==> src/rtl/desafio4_fluxo_dados_if.sv <==
// desafio4_fluxo_dados_if: control/status bundle between the desafio4 control unit (master) and datapath (slave)
interface desafio4_fluxo_dados_if #(parameter int DATA_W = 4, parameter int ADDR_W = 4);
  logic [DATA_W-1:0] chaves;
  logic zeraC;
  logic contaC;
  logic zeraR;
  logic registraR;
  logic fimC;
  logic errou;
  logic jogada_feita;
  logic [ADDR_W-1:0] db_contagem;
  logic [DATA_W-1:0] db_jogada;
  logic [DATA_W-1:0] db_memoria;
  modport master(
    output chaves, zeraC, contaC, zeraR, registraR,
    input fimC, errou, jogada_feita, db_contagem, db_jogada, db_memoria
  );
  modport slave(
    input chaves, zeraC, contaC, zeraR, registraR,
    output fimC, errou, jogada_feita, db_contagem, db_jogada, db_memoria
  );
endinterface

==> src/rtl/desafio4_fluxo_dados.sv <==
// desafio4_fluxo_dados: sequence counter, fixed ROM, move register, comparator and move-edge detector
module desafio4_fluxo_dados #(
  parameter int DATA_W = 4,
  parameter int ADDR_W = 4,
  parameter int LAST = 15
) (
  input logic clock,
  input logic reset,
  desafio4_fluxo_dados_if.slave dp
);
  logic [ADDR_W-1:0] contagem;
  logic [DATA_W-1:0] jogada;
  logic [DATA_W-1:0] memoria;
  logic [1:0] idx;
  logic a_prev;
  logic pulse;
  logic any_move;
  assign any_move = |dp.chaves;
  assign idx = 2'(contagem);
  assign memoria = DATA_W'(4'b0001 << idx);
  always_ff @(posedge clock) begin
    if (!reset) begin
      contagem <= '0;
      jogada <= '0;
      a_prev <= 1'b0;
      pulse <= 1'b0;
    end else begin
      a_prev <= any_move;
      pulse <= any_move & ~a_prev;
      if (dp.zeraC) contagem <= '0;
      else if (dp.contaC) contagem <= (contagem == ADDR_W'(LAST)) ? '0 : contagem + 1'b1;
      if (dp.zeraR) jogada <= '0;
      else if (dp.registraR) jogada <= dp.chaves;
    end
  end
  assign dp.fimC = contagem == ADDR_W'(LAST);
  assign dp.errou = jogada != memoria;
  assign dp.jogada_feita = pulse;
  assign dp.db_contagem = contagem;
  assign dp.db_jogada = jogada;
  assign dp.db_memoria = memoria;
endmodule

==> src/flat_wrapper.sv <==
// flat-port wrapper written by rule: the top's interface ports become plain ports
module desafio4_fluxo_dados_flat 
#(
  parameter int DATA_W = 4,
  parameter int ADDR_W = 4,
  parameter int LAST = 15
)
  (clock, reset, dp_chaves, dp_zeraC, dp_contaC, dp_zeraR, dp_registraR, dp_fimC, dp_errou, dp_jogada_feita, dp_db_contagem, dp_db_jogada, dp_db_memoria);
  desafio4_fluxo_dados_if #(.DATA_W(DATA_W), .ADDR_W(ADDR_W)) dp_i ();
  input logic clock;
  input logic reset;
  input wire logic [$bits(dp_i.chaves)-1:0] dp_chaves;
  input wire logic [$bits(dp_i.zeraC)-1:0] dp_zeraC;
  input wire logic [$bits(dp_i.contaC)-1:0] dp_contaC;
  input wire logic [$bits(dp_i.zeraR)-1:0] dp_zeraR;
  input wire logic [$bits(dp_i.registraR)-1:0] dp_registraR;
  output wire logic [$bits(dp_i.fimC)-1:0] dp_fimC;
  output wire logic [$bits(dp_i.errou)-1:0] dp_errou;
  output wire logic [$bits(dp_i.jogada_feita)-1:0] dp_jogada_feita;
  output wire logic [$bits(dp_i.db_contagem)-1:0] dp_db_contagem;
  output wire logic [$bits(dp_i.db_jogada)-1:0] dp_db_jogada;
  output wire logic [$bits(dp_i.db_memoria)-1:0] dp_db_memoria;
  assign dp_i.chaves = dp_chaves;
  assign dp_i.zeraC = dp_zeraC;
  assign dp_i.contaC = dp_contaC;
  assign dp_i.zeraR = dp_zeraR;
  assign dp_i.registraR = dp_registraR;
  assign dp_fimC = dp_i.fimC;
  assign dp_errou = dp_i.errou;
  assign dp_jogada_feita = dp_i.jogada_feita;
  assign dp_db_contagem = dp_i.db_contagem;
  assign dp_db_jogada = dp_i.db_jogada;
  assign dp_db_memoria = dp_i.db_memoria;
  desafio4_fluxo_dados #(.DATA_W(DATA_W), .ADDR_W(ADDR_W), .LAST(LAST)) u_core (.clock(clock), .reset(reset), .dp(dp_i));
endmodule
==> config.mk <==
export PLATFORM = sky130hd
export DESIGN_NAME = desafio4_fluxo_dados_flat
export DESIGN_NICKNAME = d
export VERILOG_FILES = /design/src/rtl/desafio4_fluxo_dados_if.sv /design/src/rtl/desafio4_fluxo_dados.sv /design/src/flat_wrapper.sv
export SDC_FILE = /design/constraint.sdc
export NUM_CORES = 1
export LEC_CHECK = 0
export BUFFER_PORTS_ARGS = -buffer_cell sky130_fd_sc_hd__buf_2
export CAP_MARGIN = 30
export CORE_AREA = 2 2 39 41
export CTS_CLUSTER_SIZE = 20
export DETAILED_ROUTE_END_ITERATION = 8
export DIE_AREA = 0 0 41 43
export GPL_TIMING_DRIVEN = 0
export PLACE_DENSITY = 0.72
export SYNTH_ARGS = -nofsm -noshare
export SYNTH_HDL_FRONTEND = slang
export SYNTH_SLANG_ARGS = --single-unit
==> constraint.sdc <==
create_clock -name clock -period 1.8 [get_ports clock]
set_input_delay 0.36 -clock clock [delete_from_list [all_inputs] [get_ports clock]]
set_output_delay 0.36 -clock clock [all_outputs]
set_load 0.005 [all_outputs]
# Word level (Yosys, flattened, before mapping)
# Index checks and enable logic that the tools add are counted.
# totals
ram_bits	0
in_bits	10
ff_bits	10
romBits	0
memories	0
latchBits	0
# classes
n_bitwise	3
n_addsub	1
n_div	0
shifts	1
mul	0
n_reduce_logical	3
order_cmp	0
eq_ne	2
n_mux	1
# ops
operator	count
adder 4 x 1 -> 4 bit (second input constant)	1
== test 4 bit (second input constant)	1
two-way mux 4 bit	1
!= test 4 bit	1
OR reduction 2 bit	2
OR reduction 4 bit	1
<< shifter 1 x 2 -> 4 bit (first input constant)	1
inverter 1 bit	2
bitwise AND 1 bit	1

# Depth between registers and ports, before layout
# logic_depth
word_depth	2
mapped_depth	4
mapped_depth_nobuf	4

# Least setup slack after synthesis
# OpenSTA, ideal clock, no wires.
# synth_path
path_kind	reg2out
startpoint	register u_core.contagem[0], in the netlist u_core.dp.db_contagem[0]
endpoint	output port dp_errou
stages_incl_launch_ff	5
arrival_time_ns	0.989
t_required_ns	1.440
setup_slack_ns	0.451
cell_sequence	dfxtp_1 > inv_1 > ha_1 > xnor2_1 > nand4_1
# synth_via
elab_chain_cells	2
# synth_rtl
element	line_no	text
start, declared	desafio4_fluxo_dados.sv:11	logic [ADDR_W-1:0] contagem;
start signal, assigned	desafio4_fluxo_dados.sv:31	else if (dp.contaC) contagem <= (contagem == ADDR_W'(LAST)) ? '0 : contagem + 1'b1;
<< shifter 1 x 2 -> 4 bit	desafio4_fluxo_dados.sv:20	assign memoria = DATA_W'(4'b0001 << idx);
named net dp_db_memoria[2]	flat_wrapper.sv:22	output wire logic [$bits(dp_i.db_memoria)-1:0] dp_db_memoria;
!= test 4 bit	desafio4_fluxo_dados.sv:37	assign dp.errou = jogada != memoria;
end, declared	flat_wrapper.sv:18	output wire logic [$bits(dp_i.errou)-1:0] dp_errou;
# The timed path passes the listed nets, and every way through them passes these cells.

# Worst setup path in the final report
# layout_path
startpoint	register u_core.contagem[0], in the netlist u_core.dp.db_contagem[0]
endpoint	output port dp_errou
# layout_via
elab_chain_cells	2
# layout_rtl
element	line_no
<< shifter 1 x 2 -> 4 bit	desafio4_fluxo_dados.sv:20
!= test 4 bit	desafio4_fluxo_dados.sv:37
# No other way between the ends.

==> results.md <==
- Sink count of the clock tree: 10
- R2R cell count: 4
- Mean area per synthesized cell: 10.0 um^2
- # port buffers: 23
- Largest fanout on the critical path: 8
- Post-CTS clock slew at the launch and capture registers of the worst setup and hold paths: 0.06 ns
- Met3 track demand over resource: 0.0314
- Routed wire length per instance: 9.69 um
- Buffer type at the clock tree root: sky130_fd_sc_hd__clkbuf_4
- Critical Path RT: 1.44 ns
- Cells after synthesis: 48
- Area growth syn-to-layout: 34.4%
- Power density cells: 675 nW/um^2
- Starting DRC count in detailed routing: 0
- Commonest cells after routing, fill and taps aside: sky130_fd_sc_hd__buf_2, sky130_fd_sc_hd__nor2_1, sky130_fd_sc_hd__dfxtp_1
- Share of synthesized area occupied by flip-flops and latches: 0.417
- Final Hold Violating Endpoints: 0
- Reg-to-reg critical path startpoint: u_core.dp.db_contagem[0]$_SDFFE_PP0P_
- Max Root-Sink Buffers: 2
- Via count of the first global-routing pass: 382
- Most frequent standard cell in the layout excluding fill and tap cells: sky130_fd_sc_hd__buf_2
- Worst-case register-to-register setup slack: 0.72 ns
- Capture point of the worst reg-to-reg path: u_core.dp.db_contagem[0]$_SDFFE_PP0P_
- Insertion delay to the later sink of the worst-skew pair: 0.26 ns
- Maximum clock rate: 605 MHz
- Category of the most critical setup path: register to output port
- Via-to-Cell Ratio: 4.69
- Residual DRC count: 0
- Pre-antenna DRT Iters: 1
- Start point of the worst hold path: dp_chaves[1]
- Total clock buffers created by CTS: 3
- Arrival @ worst endpoint: 1.29 ns
- Total nets after synthesis: 62
- CTS tree: built
- Unique masters post-synth: 19
- Synth warn: 0
- Remaining global-route overflow: 0
- Number of diodes added for antenna fixing: 0
- Fill cells: 141
- Standard cell core area: 1380 um^2
- Routed Antenna Nets: 0
- Total routing resource utilization after global routing: 0.126
- Maximum resistive drop on vdd: 0.299 mV
- Most congested layer reported by global routing: met2
- Slew of the pin with the lowest slew margin: 0.222 ns
- Startpoint Class: register
- Largest net degree at the start of global routing: 9
- Final number of max-transition violations: 0
- Result of the run: finished clean
- GRT met1 Usage: 0.121
- Wire length of the first global-routing pass: 1430 um
- Horiz. Die Dim: 41 um
- Floorplan die area: 1760 um^2
- Path type of the worst min-delay path: input pin to register
- Endpoint type of the worst setup path: output port
- CTS H-tree depth: 1
- Combined area of all synthesized cells: 480 um^2
- Setup repair after global routing missed its margin: no
- Detailed-route wire length: 872 um
- Number of nets in the final layout: 90
- Tcrit/Tclk final: 0.919
- Final Critical Period: 1.65 ns
- Initial antenna violation count: 0
- Rows: 14
- Post-route total power: 0.000436 W
- Initial cell density of the core: 0.347
- Setup clock skew after layout: 0.000250 ns
- Total via count in the routed design: 422
- Worst hold endpoint: u_core.dp.db_jogada[1]$_SDFFE_PP0P_
- Max-cap check violation count: 0
- Ports placed on the boundary: 25
- Routability-driven placement congestion ratio: 0.663
- Die boundary height: 43 um
- Leakage power figure: 0.315 nW
- Total negative setup slack: 0 ns
- Post-CTS Repair Setup Buffers: 0
- Half-perimeter wire length of the detailed placement result: 748 um
- Register bit total from synthesis: 10
- Share of cells above drive strength 1: 0.405
- Hold Crit Depth: 3
- Slew headroom: 0.852
- M2 GR Usage: 0.200
- Final setup violation count: 0
synth_stat cells:
library cell               count  area, um^2
sky130_fd_sc_hd__dfxtp_1      10         200
sky130_fd_sc_hd__nor2_1        8        30.0
sky130_fd_sc_hd__mux2i_1       6        60.1
sky130_fd_sc_hd__ha_1          4        50.1
sky130_fd_sc_hd__xnor2_1       4        35.0
sky130_fd_sc_hd__inv_1         2        7.51
sky130_fd_sc_hd__nand2b_1      2        12.5
sky130_fd_sc_hd__a21oi_1       1        5.00
sky130_fd_sc_hd__a31oi_1       1        6.26
sky130_fd_sc_hd__a41oi_1       1        8.76
sky130_fd_sc_hd__and3_1        1        6.26
sky130_fd_sc_hd__clkbuf_2      1        5.00
sky130_fd_sc_hd__nand2_1       1        3.75
sky130_fd_sc_hd__nand3_1       1        5.00
sky130_fd_sc_hd__nand4_1       1        6.26
sky130_fd_sc_hd__nor2b_4       1        13.8
sky130_fd_sc_hd__nor3_1        1        5.00
sky130_fd_sc_hd__o41a_1        1        11.3
sky130_fd_sc_hd__xor2_1        1        8.76
power by group:
group	internal, W	switching (W)
Sequential	0.000227	0.00000674
Combinational	0.0000309	0.0000236
Clock	0.0000770	0.0000711
Total	0.000335	0.000101
repair_timing:
action / 4_1_cts / 5_1_grt
endpoints found under the setup margin: 0 / 1
gates resized for setup: 0 / 4
hold buffers: 0 / 0
layout make-up:
class | instances | area [um^2] | area share
Clock buffer | 3 | 22.5 | 0.0349
Buffer | 1 | 5.00 | 0.00775
Timing Repair Buffer | 23 | 115 | 0.178
Multi-Input combinational cell | 35 | 268 | 0.415
Inverter | 2 | 7.51 | 0.0116
Sequential cell | 10 | 208 | 0.322
Tap cell | 16 | 20.0 | 0.0310
state kept, by name, indices dropped and copies added (netlist names):
register,cells
u_core.dp.jogada_feita,1
u_core.dp.db_jogada,4
u_core.a_prev,1
u_core.dp.db_contagem,4
how the worst max path moves through the flow:
stage / endpoint / start / depth (start not counted) / slack [ns]
finish: dp_errou / u_core.dp.db_contagem[0]$_SDFFE_PP0P_ / 5 / 0.15
global route: dp_errou / u_core.dp.db_contagem[1]$_SDFFE_PP0P_ / 5 / 0.02
CTS: dp_errou / u_core.dp.db_contagem[0]$_SDFFE_PP0P_ / 5 / 0.003
detailed placement: dp_errou / u_core.dp.db_contagem[0]$_SDFFE_PP0P_ / 5 / 0.30
global placement: dp_errou / u_core.dp.db_contagem[0]$_SDFFE_PP0P_ / 5 / 0.32
floorplan: dp_errou / u_core.dp.db_contagem[0]$_SDFFE_PP0P_ / 4 / 0.45
worst max-delay path: stages (launching register included):
cell and delay [ns]:
sky130_fd_sc_hd__dfxtp_4 0.38, sky130_fd_sc_hd__inv_1 0.06, sky130_fd_sc_hd__ha_1 0.22, sky130_fd_sc_hd__xnor2_1 0.14, sky130_fd_sc_hd__nand4_1 0.10, sky130_fd_sc_hd__buf_2 0.13
per-layer routing:
metal	vias to the layer above	wire length, um
li1	220	-
met1	189	354
met2	11	468
met3	2	35
met4	0	14
met5	-	0
cell families (layout without fill, tap and decap cells):
group | count (synthesis) | count (layout) | synth area share
simple gates | 16 | 16 | 0.172
flops | 10 | 10 | 0.417
buf+inv | 3 | 29 | 0.0260
fa+ha+maj | 4 | 4 | 0.104
mux | 6 | 6 | 0.125
xor+xnor | 5 | 5 | 0.0911
compound gates | 4 | 4 | 0.0651
metrics by stage:
stage	utilization	hold slack [ns]	std cells	area, um^2	setup slack (ns)
floorplan	-	0.419	48	480	0.451
global placement	0.445	0.425	87	616	0.320
detailed placement	0.445	0.428	87	616	0.296
CTS	0.461	0.354	90	638	0.00289
global route	0.467	0.360	90	646	0.0172
finish	0.467	0.355	90	646	0.146
No activity file was read; power rests on OpenSTA's default activity.
